$ cat src/rtl/mem_bus_arbiter_if.sv
// Bundle of requester, shared-bus and status signals for mem_bus_arbiter.
// The slave modport is the arbiter's view; master is the surrounding environment.
interface mem_bus_arbiter_if #(
  parameter int NREQ = 2,
  parameter int AW   = 64,
  parameter int DW   = 64
);
  logic [NREQ-1:0]          req_valid;
  logic [NREQ*AW-1:0]       req_addr;
  logic [NREQ*3-1:0]        req_size;
  logic [NREQ*(DW/8)-1:0]   req_strobe;
  logic [NREQ*DW-1:0]       req_data;
  logic [NREQ-1:0]          resp_data_ok;
  logic [DW-1:0]            resp_data;
  logic                     bus_valid;
  logic [AW-1:0]            bus_addr;
  logic [2:0]               bus_size;
  logic [DW/8-1:0]          bus_strobe;
  logic [DW-1:0]            bus_data;
  logic                     bus_data_ok;
  logic [DW-1:0]            bus_rdata;
  logic [NREQ-1:0]          grant;
  logic                     busy;

  modport slave (
    input  req_valid, req_addr, req_size, req_strobe, req_data,
    input  bus_data_ok, bus_rdata,
    output resp_data_ok, resp_data,
    output bus_valid, bus_addr, bus_size, bus_strobe, bus_data,
    output grant, busy
  );

  modport master (
    output req_valid, req_addr, req_size, req_strobe, req_data,
    output bus_data_ok, bus_rdata,
    input  resp_data_ok, resp_data,
    input  bus_valid, bus_addr, bus_size, bus_strobe, bus_data,
    input  grant, busy
  );
endinterface

$ cat src/rtl/mem_bus_arbiter.sv
// Shares one valid/data_ok memory bus between NREQ requesters, holding the latched winner until data_ok.
// Define MEM_BUS_ARB_RR_EN for round-robin arbitration; otherwise lowest index wins.
module mem_bus_arbiter #(
  parameter int NREQ = 2,
  parameter int AW   = 64,
  parameter int DW   = 64
) (
  input  logic            clk,
  input  logic            reset,
  mem_bus_arbiter_if.slave bif
);
  localparam int SW = DW / 8;
  localparam int PW = (NREQ > 1) ? $clog2(NREQ) : 1;

  localparam logic [0:0] IDLE = 1'b0;
  localparam logic [0:0] BUSY = 1'b1;

  logic [0:0]      state;
  logic [NREQ-1:0] grant_q;
  logic [AW-1:0]   addr_q;
  logic [2:0]      size_q;
  logic [SW-1:0]   strobe_q;
  logic [DW-1:0]   data_q;

  logic            done;
  logic            arb_en;
  logic [NREQ-1:0] eligible;
  logic            win_found;
  logic [PW-1:0]   win_idx;
  logic [PW-1:0]   cand;

  // The completing owner still shows req_valid for its finished request, so mask it out.
  assign done     = (state == BUSY) && bif.bus_data_ok;
  assign arb_en   = (state == IDLE) || done;
  assign eligible = arb_en ? (bif.req_valid & ~grant_q) : '0;

`ifdef MEM_BUS_ARB_RR_EN
  logic [PW-1:0] ptr_q;

  always_comb begin
    win_found = 1'b0;
    win_idx   = '0;
    cand      = '0;
    for (int i = 0; i < NREQ; i++) begin
      cand = PW'((int'(ptr_q) + i) % NREQ);
      if (!win_found && eligible[cand]) begin
        win_found = 1'b1;
        win_idx   = cand;
      end
    end
  end

  always_ff @(posedge clk) begin
    if (reset) begin
      ptr_q <= '0;
    end else if (arb_en && win_found) begin
      ptr_q <= (win_idx == PW'(NREQ - 1)) ? '0 : win_idx + 1'b1;
    end
  end
`else
  always_comb begin
    win_found = 1'b0;
    win_idx   = '0;
    cand      = '0;
    for (int i = 0; i < NREQ; i++) begin
      cand = PW'(i);
      if (!win_found && eligible[cand]) begin
        win_found = 1'b1;
        win_idx   = cand;
      end
    end
  end
`endif

  // A winner found at data_ok hands the bus straight over, avoiding an idle bubble.
  always_ff @(posedge clk) begin
    if (reset) begin
      state    <= IDLE;
      grant_q  <= '0;
      addr_q   <= '0;
      size_q   <= '0;
      strobe_q <= '0;
      data_q   <= '0;
    end else if (arb_en) begin
      if (win_found) begin
        state    <= BUSY;
        grant_q  <= NREQ'(1) << win_idx;
        addr_q   <= bif.req_addr[win_idx*AW +: AW];
        size_q   <= bif.req_size[win_idx*3 +: 3];
        strobe_q <= bif.req_strobe[win_idx*SW +: SW];
        data_q   <= bif.req_data[win_idx*DW +: DW];
      end else begin
        state   <= IDLE;
        grant_q <= '0;
      end
    end
  end

  assign bif.busy         = (state == BUSY);
  assign bif.bus_valid    = (state == BUSY);
  assign bif.grant        = grant_q;
  assign bif.bus_addr     = addr_q;
  assign bif.bus_size     = size_q;
  assign bif.bus_strobe   = strobe_q;
  assign bif.bus_data     = data_q;
  assign bif.resp_data_ok = done ? grant_q : '0;
  assign bif.resp_data    = bif.bus_rdata;

endmodule

$ cat src/flat_wrapper.sv
// flat-port wrapper written by rule: the top's interface ports become plain ports
module mem_bus_arbiter_flat 
#(
  parameter int NREQ = 2,
  parameter int AW   = 64,
  parameter int DW   = 64
)
  (clk, reset, bif_req_valid, bif_req_addr, bif_req_size, bif_req_strobe, bif_req_data, bif_bus_data_ok, bif_bus_rdata, bif_resp_data_ok, bif_resp_data, bif_bus_valid, bif_bus_addr, bif_bus_size, bif_bus_strobe, bif_bus_data, bif_grant, bif_busy);
  mem_bus_arbiter_if #(.NREQ(NREQ), .AW(AW), .DW(DW)) bif_i ();
  input  logic clk;
  input  logic reset;
  input wire logic [$bits(bif_i.req_valid)-1:0] bif_req_valid;
  input wire logic [$bits(bif_i.req_addr)-1:0] bif_req_addr;
  input wire logic [$bits(bif_i.req_size)-1:0] bif_req_size;
  input wire logic [$bits(bif_i.req_strobe)-1:0] bif_req_strobe;
  input wire logic [$bits(bif_i.req_data)-1:0] bif_req_data;
  input wire logic [$bits(bif_i.bus_data_ok)-1:0] bif_bus_data_ok;
  input wire logic [$bits(bif_i.bus_rdata)-1:0] bif_bus_rdata;
  output wire logic [$bits(bif_i.resp_data_ok)-1:0] bif_resp_data_ok;
  output wire logic [$bits(bif_i.resp_data)-1:0] bif_resp_data;
  output wire logic [$bits(bif_i.bus_valid)-1:0] bif_bus_valid;
  output wire logic [$bits(bif_i.bus_addr)-1:0] bif_bus_addr;
  output wire logic [$bits(bif_i.bus_size)-1:0] bif_bus_size;
  output wire logic [$bits(bif_i.bus_strobe)-1:0] bif_bus_strobe;
  output wire logic [$bits(bif_i.bus_data)-1:0] bif_bus_data;
  output wire logic [$bits(bif_i.grant)-1:0] bif_grant;
  output wire logic [$bits(bif_i.busy)-1:0] bif_busy;
  assign bif_i.req_valid = bif_req_valid;
  assign bif_i.req_addr = bif_req_addr;
  assign bif_i.req_size = bif_req_size;
  assign bif_i.req_strobe = bif_req_strobe;
  assign bif_i.req_data = bif_req_data;
  assign bif_i.bus_data_ok = bif_bus_data_ok;
  assign bif_i.bus_rdata = bif_bus_rdata;
  assign bif_resp_data_ok = bif_i.resp_data_ok;
  assign bif_resp_data = bif_i.resp_data;
  assign bif_bus_valid = bif_i.bus_valid;
  assign bif_bus_addr = bif_i.bus_addr;
  assign bif_bus_size = bif_i.bus_size;
  assign bif_bus_strobe = bif_i.bus_strobe;
  assign bif_bus_data = bif_i.bus_data;
  assign bif_grant = bif_i.grant;
  assign bif_busy = bif_i.busy;
  mem_bus_arbiter #(.NREQ(NREQ), .AW(AW), .DW(DW)) u_core (.clk(clk), .reset(reset), .bif(bif_i));
endmodule
$ cat config.mk
export PLATFORM = sky130hd
export DESIGN_NAME = mem_bus_arbiter_flat
export DESIGN_NICKNAME = d
export VERILOG_FILES = /design/src/rtl/mem_bus_arbiter_if.sv /design/src/rtl/mem_bus_arbiter.sv /design/src/flat_wrapper.sv
export SDC_FILE = /design/constraint.sdc
export NUM_CORES = 1
export LEC_CHECK = 0
export ABC_AREA = 0
export CAP_MARGIN = 5
export CORE_AREA = 5 5 212 214
export CTS_BUF_LIST = sky130_fd_sc_hd__clkbuf_16
export DETAILED_ROUTE_END_ITERATION = 10
export DIE_AREA = 0 0 217 219
export GPL_TIMING_DRIVEN = 0
export PLACE_DENSITY = 0.48
export SLEW_MARGIN = 10
export SYNTH_ARGS = -nofsm -noshare
export SYNTH_HDL_FRONTEND = slang
export SYNTH_SLANG_ARGS = --single-unit
$ cat constraint.sdc
create_clock -name clk -period 2.05 [get_ports clk]
set_input_delay 0.3075 -clock clk [delete_from_list [all_inputs] [get_ports clk]]
set_output_delay 0.3075 -clock clk [all_outputs]
set_load 0.05 [all_outputs]
# Yosys cells after proc, flatten, opt, wreduce, memory -nomap -nowiden
# Cells that the tools add are included.
dict set report totals {
  reg_bits 142
  in_bits 347
  out_inout_bits 209
  wordCells 27
}
dict set report op_classes {
  n_mux 7
  n_bitwise 3
  n_reduce_logical 5
  n_shift 5
  mul 1
}
# cell count
set op_table {}
lappend op_table {{128-bit by 8-bit variable part select with 64-bit output} 2}
lappend op_table {{16-bit by 5-bit variable part select with 8-bit output} 1}
lappend op_table {{2-bit 2-to-1 mux} 3}
lappend op_table {{6-bit by 4-bit variable part select with 3-bit output} 1}
lappend op_table {{1-bit 2-to-1 mux} 4}
lappend op_table {{1-bit by 2-bit multiplier with 3-bit output (second input constant)} 1}
lappend op_table {{2-bit bitwise AND} 1}
lappend op_table {{1-bit logical AND} 2}
lappend op_table {{2-bit NOT} 1}
lappend op_table {{2-bit AND reduction} 1}
lappend op_table {{1-bit by 1-bit << shifter with 2-bit output (first input constant)} 1}
lappend op_table {{1-bit logical NOT} 1}
lappend op_table {{1-bit logical OR} 1}
lappend op_table {{1-bit NOT} 1}

# Logic depth before layout (Yosys ltp)
# Gate-level depths: netlist of run 1.
dict set report depth {
  ltp_word 9
  mapped_depth 6
  depth_no_buf 3
}

# Least setup slack after synthesis of run 1
# No wires, ideal clock.
dict set report synth_timing {
  kind {reg2reg}
  start {register u_core.state, in the netlist u_core.bif.bus_valid}
  end {register u_core.addr_q[42], in the netlist u_core.bif.bus_addr[42]}
  setup_ns 0.086
  arrival_time_ns 1.698
  n_path_buf 3
  stages_incl_launch_ff 7
  required_ns 1.964
  slack_ns 0.266
  synth_period_minus_slack_ns 1.784
  path_cell_list {dfxtp_1 -> nor2b_1 -> buf_2 -> buf_2 -> clkbuf_1 -> nor3_1 -> a221oi_2}
}
dict set report synth_between {
  elab_chain_cells 8
  elab_cells_between_ends 11
  classes_between {shift (1); mux (4); bitwise (1); reduce/logical (5)}
}
# item line_no
set synth_rtl {}
lappend synth_rtl {{start, declared} mem_bus_arbiter.sv:18} ;# logic [0:0] state;
lappend synth_rtl {{start signal, assigned} mem_bus_arbiter.sv:78} ;# state <= IDLE;
lappend synth_rtl {{start signal, assigned} mem_bus_arbiter.sv:86} ;# state <= BUSY;
lappend synth_rtl {{start signal, assigned} mem_bus_arbiter.sv:93} ;# state <= IDLE;
lappend synth_rtl {{1-bit logical AND or 1-bit NOT (tied branches)} {mem_bus_arbiter.sv:33, mem_bus_arbiter.sv:34}}
lappend synth_rtl {{1-bit logical OR (*)} mem_bus_arbiter.sv:34} ;# assign arb_en = (state == IDLE) || done;
lappend synth_rtl {{2-bit 2-to-1 mux} mem_bus_arbiter.sv:35} ;# assign eligible = arb_en ? (bif.req_valid & ~grant_q) : '0;
lappend synth_rtl {{1-bit 2-to-1 mux} mem_bus_arbiter.sv:67} ;# if (!win_found && eligible[cand]) begin
lappend synth_rtl {{1-bit logical NOT} mem_bus_arbiter.sv:67}
lappend synth_rtl {{1-bit logical AND} mem_bus_arbiter.sv:67}
lappend synth_rtl {{1-bit 2-to-1 mux} mem_bus_arbiter.sv:67}
lappend synth_rtl {{128-bit by 8-bit variable part select with 64-bit output or 2-bit AND reduction (tied branches)} n/a}
lappend synth_rtl {{end signal, assigned} mem_bus_arbiter.sv:88} ;# addr_q <= bif.req_addr[win_idx*AW +: AW];
lappend synth_rtl {{end, declared} mem_bus_arbiter.sv:20} ;# logic [AW-1:0] addr_q;
# Every way passes the cells marked *; elsewhere a longest branch is shown, timed or not.
# A chain may end at the register's enable or synchronous reset.

# Worst setup path in the final report of run 1
dict set report layout_timing {
  start {register u_core.addr_q[57], in the netlist u_core.bif.bus_addr[57]}
  end {output bif_bus_addr[57]}
}
# item line_no
set layout_lines {}
lappend layout_lines {{end, declared} flat_wrapper.sv:22} ;# output wire logic [$bits(bif_i.bus_addr)-1:0] bif_bus_addr;
# No word-level cell between the ends.

==> impl_metrics.env, run 1 <==
export IMPL_final_cell_mix="clkdlybuf4s50_1 (477), inv_1 (142), dfxtp_1 (142)"
export IMPL_ys_warn_count=0
export IMPL_via_per_inst=4.23
export IMPL_top_usage_layer="met2"
export IMPL_use_met2=0.271
export IMPL_fill_cells=4474
export IMPL_max_stage_delay_ns=0.85
export IMPL_period_needed_ns=1.98
export IMPL_slew_headroom=0.485
export IMPL_cts_sinks=142
export IMPL_multi_input_area_um2=3560
export IMPL_area_growth_pct=78.4
export IMPL_dp_slack_ns=-0.514
export IMPL_crit_path_end_kind="primary output"
export IMPL_met1_usage=0.177
export IMPL_die_h_um=219
export IMPL_grt_pass1_vias=8856
export IMPL_wl_per_cell_um=20.0
export IMPL_final_period_utilization=0.966
export IMPL_synthTopCellsByArea="dfxtp_1 (36%), a221oi_2 (21%), nand2b_1 (11%), nor3_1 (8.8%), inv_1 (6.6%)"
export IMPL_grt_util_all_layers=0.156
export IMPL_grt_max_degree=17
export IMPL_gr_total_overflow=0
export IMPL_cts_tree="done"
export IMPL_grt_pass1_wl_mm=56.0
export IMPL_crit_arrival_ns=1.67
export IMPL_antenna_found_initial=1
export IMPL_vias=8136
export IMPL_ys_ff_latch=142
export IMPL_finClkSkew_ns=0.0127
export IMPL_p_leak_nw=5.48
export IMPL_register_area_um2=2840
export IMPL_die_x_um=217
export IMPL_syn_avg_cell_area_um2=9.19
export IMPL_reg2reg_slack_ns=0.12
export IMPL_stdcell_area_um2=14000
export IMPL_fin_ws_ns=0.0698
export IMPL_cts_buffers=17
export IMPL_crit_family="buffers and inverters"
export IMPL_start_kind="register"
export IMPL_cp_slowest_cell="clkdlybuf4s50_1"
export IMPL_wl_mm=38.6
export IMPL_setup_viol=0
export IMPL_crit_required_ns=1.74
export IMPL_core_um2=42700
export IMPL_drv_cap=0
export IMPL_layout_drive_gt1_share=0.178
export IMPL_post_dp_hpwl_mm=30.4
export IMPL_worst_pin_slew_ns=0.772
export IMPL_synth_top_area_frac=0.361
export IMPL_cts_buffer_depth=2
export IMPL_synth_area_leader_cell="dfxtp_1"
export IMPL_syn_num_nets=1203
export IMPL_htree_levels=4
export IMPL_status="finished clean"
export IMPL_finalNetCount=1712
export IMPL_die_area_um2=47500
export IMPL_synthCells=856
export IMPL_dpl_cell_count=1892
export IMPL_p_per_area_nw_per_um2=777
export IMPL_drt_initial_drc_count=288
export IMPL_ioPinCount=556
export IMPL_hold_violations=0
export IMPL_hp_class="input port to register"
export IMPL_grt_setup_unrepaired="yes"
export IMPL_io_buffers=490
export IMPL_finalSetupTns_ns=0
export IMPL_fin_cells=1925
export IMPL_drc=0
export IMPL_cp_cell_sequence="clkdlybuf4s50_1"
export IMPL_ir_drop_mv=0.408
export IMPL_clkTransAtPathRegs_ns=0.06
export IMPL_fmax_mhz=505
export IMPL_syn_cell_area_um2=7870
export IMPL_placed_cell_area_um2=13500
export IMPL_drtPass1Iterations=4
export IMPL_clk_latency_ns=0.45
export IMPL_maxSlewViolCount=0
export IMPL_cp_max_fo=2
export IMPL_crit_type="register to primary output"
export IMPL_drtAntennaViolNets=0
export IMPL_start_util=0.184
export IMPL_rows=76
export IMPL_root_buffer="clkbuf_16"
export IMPL_met3_usage=0.0592
export IMPL_worst_hold_slack_ns=0.408
export IMPL_yosysSeqAreaShare=0.361
export IMPL_critical_path_buf_inv_count=1
export IMPL_final_common_cell="clkdlybuf4s50_1"
export IMPL_synth_cell_type_count=22
export IMPL_routabilityCongestion=0.781
-- layout make-up --
cell class / instances / area share
well taps: 546 / 0.0487
flip-flops and latches: 142 / 0.203
multi-input cells: 432 / 0.254
diodes: 1 / 0.000178
clock inverters: 15 / 0.00803
inverters: 139 / 0.0372
plain buffers: 143 / 0.0696
repair buffers: 490 / 0.349
clock buffers: 17 / 0.0303
-- repair_timing --
action,CTS,global route
resized for setup,26,17
setup buffers,0,0
setup endpoints to repair,83,108
hold buffers,0,0
-- path summary, 6_finish.rpt --
| check | cells past startpoint | end | start |
|---|---|---|---|
| worst max-delay path | 1 | bif_bus_addr[57] | u_core.bif.bus_addr[57] |
| worst min-delay path | 3 | u_core.bif.bus_data[28] | bif_req_data[92] |
| worst max register to register | 6 | u_core.bif.bus_data[14] | u_core.bif.grant[0] |
| worst min register to register | 2 | u_core.bif.bus_addr[36] | u_core.bif.bus_addr[36] |
-- synth_stat cells --
cell,count
a221oi_1,29
nand2b_1,141
nand2_1,1
dfxtp_1,142
clkbuf_2,1
a221oi_2,110
nor3_1,139
buf_6,2
buf_4,66
and3_1,2
a21oi_1,2
nor3_2,1
buf_8,10
a211o_1,1
buf_2,18
clkbuf_1,45
inv_1,139
or3_1,1
nor2_1,2
nor2b_1,2
mux2i_1,1
buf_1,1
-- state kept, by name, summed over array words and instances, names as in the netlist --
name,flops
u_core.bif.bus_addr,64
u_core.bif.bus_data,64
u_core.bif.bus_strobe,8
u_core.bif.bus_size,3
u_core.bif.grant,2
u_core.bif.bus_valid,1
-- worst register-to-register path: cells and delay by family (launching register included) --
family	cells	cell delay, ns
buf+inv	3	0.96
compound gates	1	0.18
simple gates	2	0.27
flops	1	0.43
-- metrics by stage --
stage	util	power (mW)
6_report	0.329	10.9
5_1_grt	0.329	11.4
4_1_cts	0.328	11.1
3_5_place_dp	0.315	7.98
3_3_place_gp	0.315	7.97
2_1_floorplan	-	6.11
-- cells by family after synthesis --
logic type | count (synthesis) | share of synthesized area
DFF | 142 | 0.361
buffers and inverters | 282 | 0.185
and+or+nand+nor | 289 | 0.207
AOI/OAI and AO/OA | 142 | 0.245
muxes | 1 | 0.00127
-- layer usage --
layer | wire, µm | vias up
met5 | 0 | -
met4 | 775 | 0
met3 | 3150 | 39
met2 | 19300 | 348
met1 | 15300 | 3823
li1 | - | 3926
-- report_power, final --
part	switching [mW]	total (mW)	internal, mW	leakage [nW]
sequential	0.217	3.36	3.15	1.19
clock	1.30	3.04	1.74	0.276
combinational	2.71	4.51	1.80	4.02
Power figures use the tool's default switching activity.
==> run 2: changes to the inputs <==
Settings changed: DONT_BUFFER_PORTS from default to 1, PLACE_DENSITY 0.48 to 0.31, SKIP_LAST_GASP from default to 1.
==> impl_metrics.env, run 2 (synthesis gave the netlist of run 1 again) <==
export IMPL_io_buffers=0
export IMPL_layout_drive_gt1_share=0.250
export IMPL_cp_cell_sequence="nand2b_1 -> clkbuf_2 -> buf_4 -> buf_1 -> nor3_1 -> a221oi_2"
export IMPL_cts_buffer_depth=2
export IMPL_drtAntennaViolNets=0
export IMPL_wl_per_cell_um=22.4
export IMPL_core_um2=42700
export IMPL_clkTransAtPathRegs_ns=0.06
export IMPL_rows=76
export IMPL_worst_hold_slack_ns=0.0597
export IMPL_routabilityCongestion=0.761
export IMPL_area_growth_pct=34.1
export IMPL_fmax_mhz=521
export IMPL_hp_class="input port to register"
export IMPL_post_dp_hpwl_mm=27.0
export IMPL_die_h_um=219
export IMPL_drt_initial_drc_count=323
export IMPL_crit_arrival_ns=2.30
export IMPL_die_x_um=217
export IMPL_final_common_cell="nand2b_1"
export IMPL_drtPass1Iterations=4
export IMPL_wl_mm=35.2
export IMPL_start_util=0.184
export IMPL_crit_path_end_kind="register"
export IMPL_cp_slowest_cell="dfxtp_2"
export IMPL_grt_util_all_layers=0.142
export IMPL_cts_buffers=17
export IMPL_ir_drop_mv=0.448
export IMPL_crit_end="u_core.bif.bus_data[6]"
export IMPL_grt_max_degree=20
export IMPL_fin_ws_ns=0.132
export IMPL_htree_levels=4
export IMPL_dp_slack_ns=-0.841
export IMPL_drv_cap=0
export IMPL_setup_viol=0
export IMPL_status="finished clean"
export IMPL_gr_total_overflow=0
export IMPL_diodes=0
export IMPL_final_cell_mix="nand2b_1 (141), inv_1 (140), nor3_1 (139), dlygate4sd3_1 (139), dfxtp_1 (139)"
export IMPL_cts_sinks=142
export IMPL_die_area_um2=47500
export IMPL_clk_latency_ns=0.48
export IMPL_grt_pass1_wl_mm=49.9
export IMPL_cts_tree="done"
export IMPL_hold_violations=0
export IMPL_start_kind="register"
export IMPL_worst_pin_slew_ns=0.682
export IMPL_whs_path_depth=2
export IMPL_p_per_area_nw_per_um2=928
export IMPL_ioPinCount=556
export IMPL_post_route_util=0.247
export IMPL_finClkSkew_ns=0.00924
export IMPL_reg2reg_slack_ns=0.13
export IMPL_via_per_inst=4.38
export IMPL_crit_required_ns=2.44
export IMPL_reg2reg_depth=6
export IMPL_vias=6884
export IMPL_finalNetCount=1360
export IMPL_r2r_end="u_core.bif.bus_data[6]"
export IMPL_drc=0
export IMPL_maxSlewViolCount=0
export IMPL_cts_setup_buffers=0
export IMPL_p_leak_nw=4.13
export IMPL_startpoint="u_core.bif.grant[0]"
export IMPL_final_period_utilization=0.936
export IMPL_grt_setup_unrepaired="yes"
export IMPL_rr_startpoint="u_core.bif.grant[0]"
export IMPL_period_needed_ns=1.92
export IMPL_cp_max_fo=10
export IMPL_crit_type="register to register"
export IMPL_grt_pass1_vias=7442
export IMPL_max_stage_delay_ns=0.53
export IMPL_antenna_found_initial=1
export IMPL_root_buffer="clkbuf_16"
export IMPL_slew_headroom=0.545
[run 2: through the flow]
stage          setup TNS (ns)  std cells  instance area (µm²)  total power [mW]
6_report                    0       1572                10500              9.79
4_1_cts                     0       1572                10500              9.99
5_1_grt                -0.866       1572                10500              10.2
2_1_floorplan               0        856                 7870              6.11
3_3_place_gp           -83.64       1402                 8550              6.63
3_5_place_dp           -83.26       1402                 8550              6.61
[run 2: what timing repair did]
item | 4_1_cts | 5_1_grt
hold buffers | 139 | 0
gates cloned | 0 | 0
endpoints found under the setup margin | 144 | 130
hold endpoints to repair | 139 | 0
gates resized for setup | 31 | 20
[run 2: how the worst min path moves through the flow]
| stage | from | end | slack, ns |
|---|---|---|---|
| 6_report | bif_req_data[16] | u_core.bif.bus_data[16] | 0.06 |
| 5_1_grt | bif_req_addr[42] | u_core.bif.bus_addr[42] | 0.03 |
| 4_1_cts | bif_req_size[1] | u_core.bif.bus_size[1] | 0.007 |
| 3_5_place_dp | bif_req_size[4] | u_core.bif.bus_size[1] | 0.46 |
| 3_3_place_gp | bif_req_data[87] | u_core.bif.bus_data[23] | 0.46 |
| 2_1_floorplan | bif_req_addr[74] | u_core.bif.bus_addr[10] | 0.45 |
[run 2: layer usage]
metal | wire length, µm | GRT usage | up-vias | share of wire
li1 | - | - | 3228 | -
met1 | 13700 | 0.159 | 3293 | 0.39
met2 | 17600 | 0.244 | 323 | 0.50
met3 | 2960 | 0.0556 | 40 | 0.084
met4 | 864 | 0.0556 | 0 | 0.025
met5 | 0 | 0 | - | 0
[run 2: area by class of cell]
class	instances	area, µm²
Clock buffer	17	425
Buffer	142	997
Timing Repair Buffer	139	1390
Tap cell	546	683
Inverter	139	522
Multi-Input combinational cell	432	3570
Sequential cell	142	2850
Fill cell	4722	32100
Clock inverter	15	106
[run 2: worst max-delay path, delay by kind of cell, from the launching register on]
family | cells | cell delay [ns]
compound gates | 1 | 0.19
buf+inv | 3 | 0.82
flops | 1 | 0.53
simple gates | 2 | 0.27
[run 2: report_power, final]
group | total, mW | internal (mW) | switching [mW]
Combinational | 1.93 | 0.842 | 1.08
Clock | 3.05 | 1.63 | 1.42
Sequential | 4.81 | 3.14 | 1.67
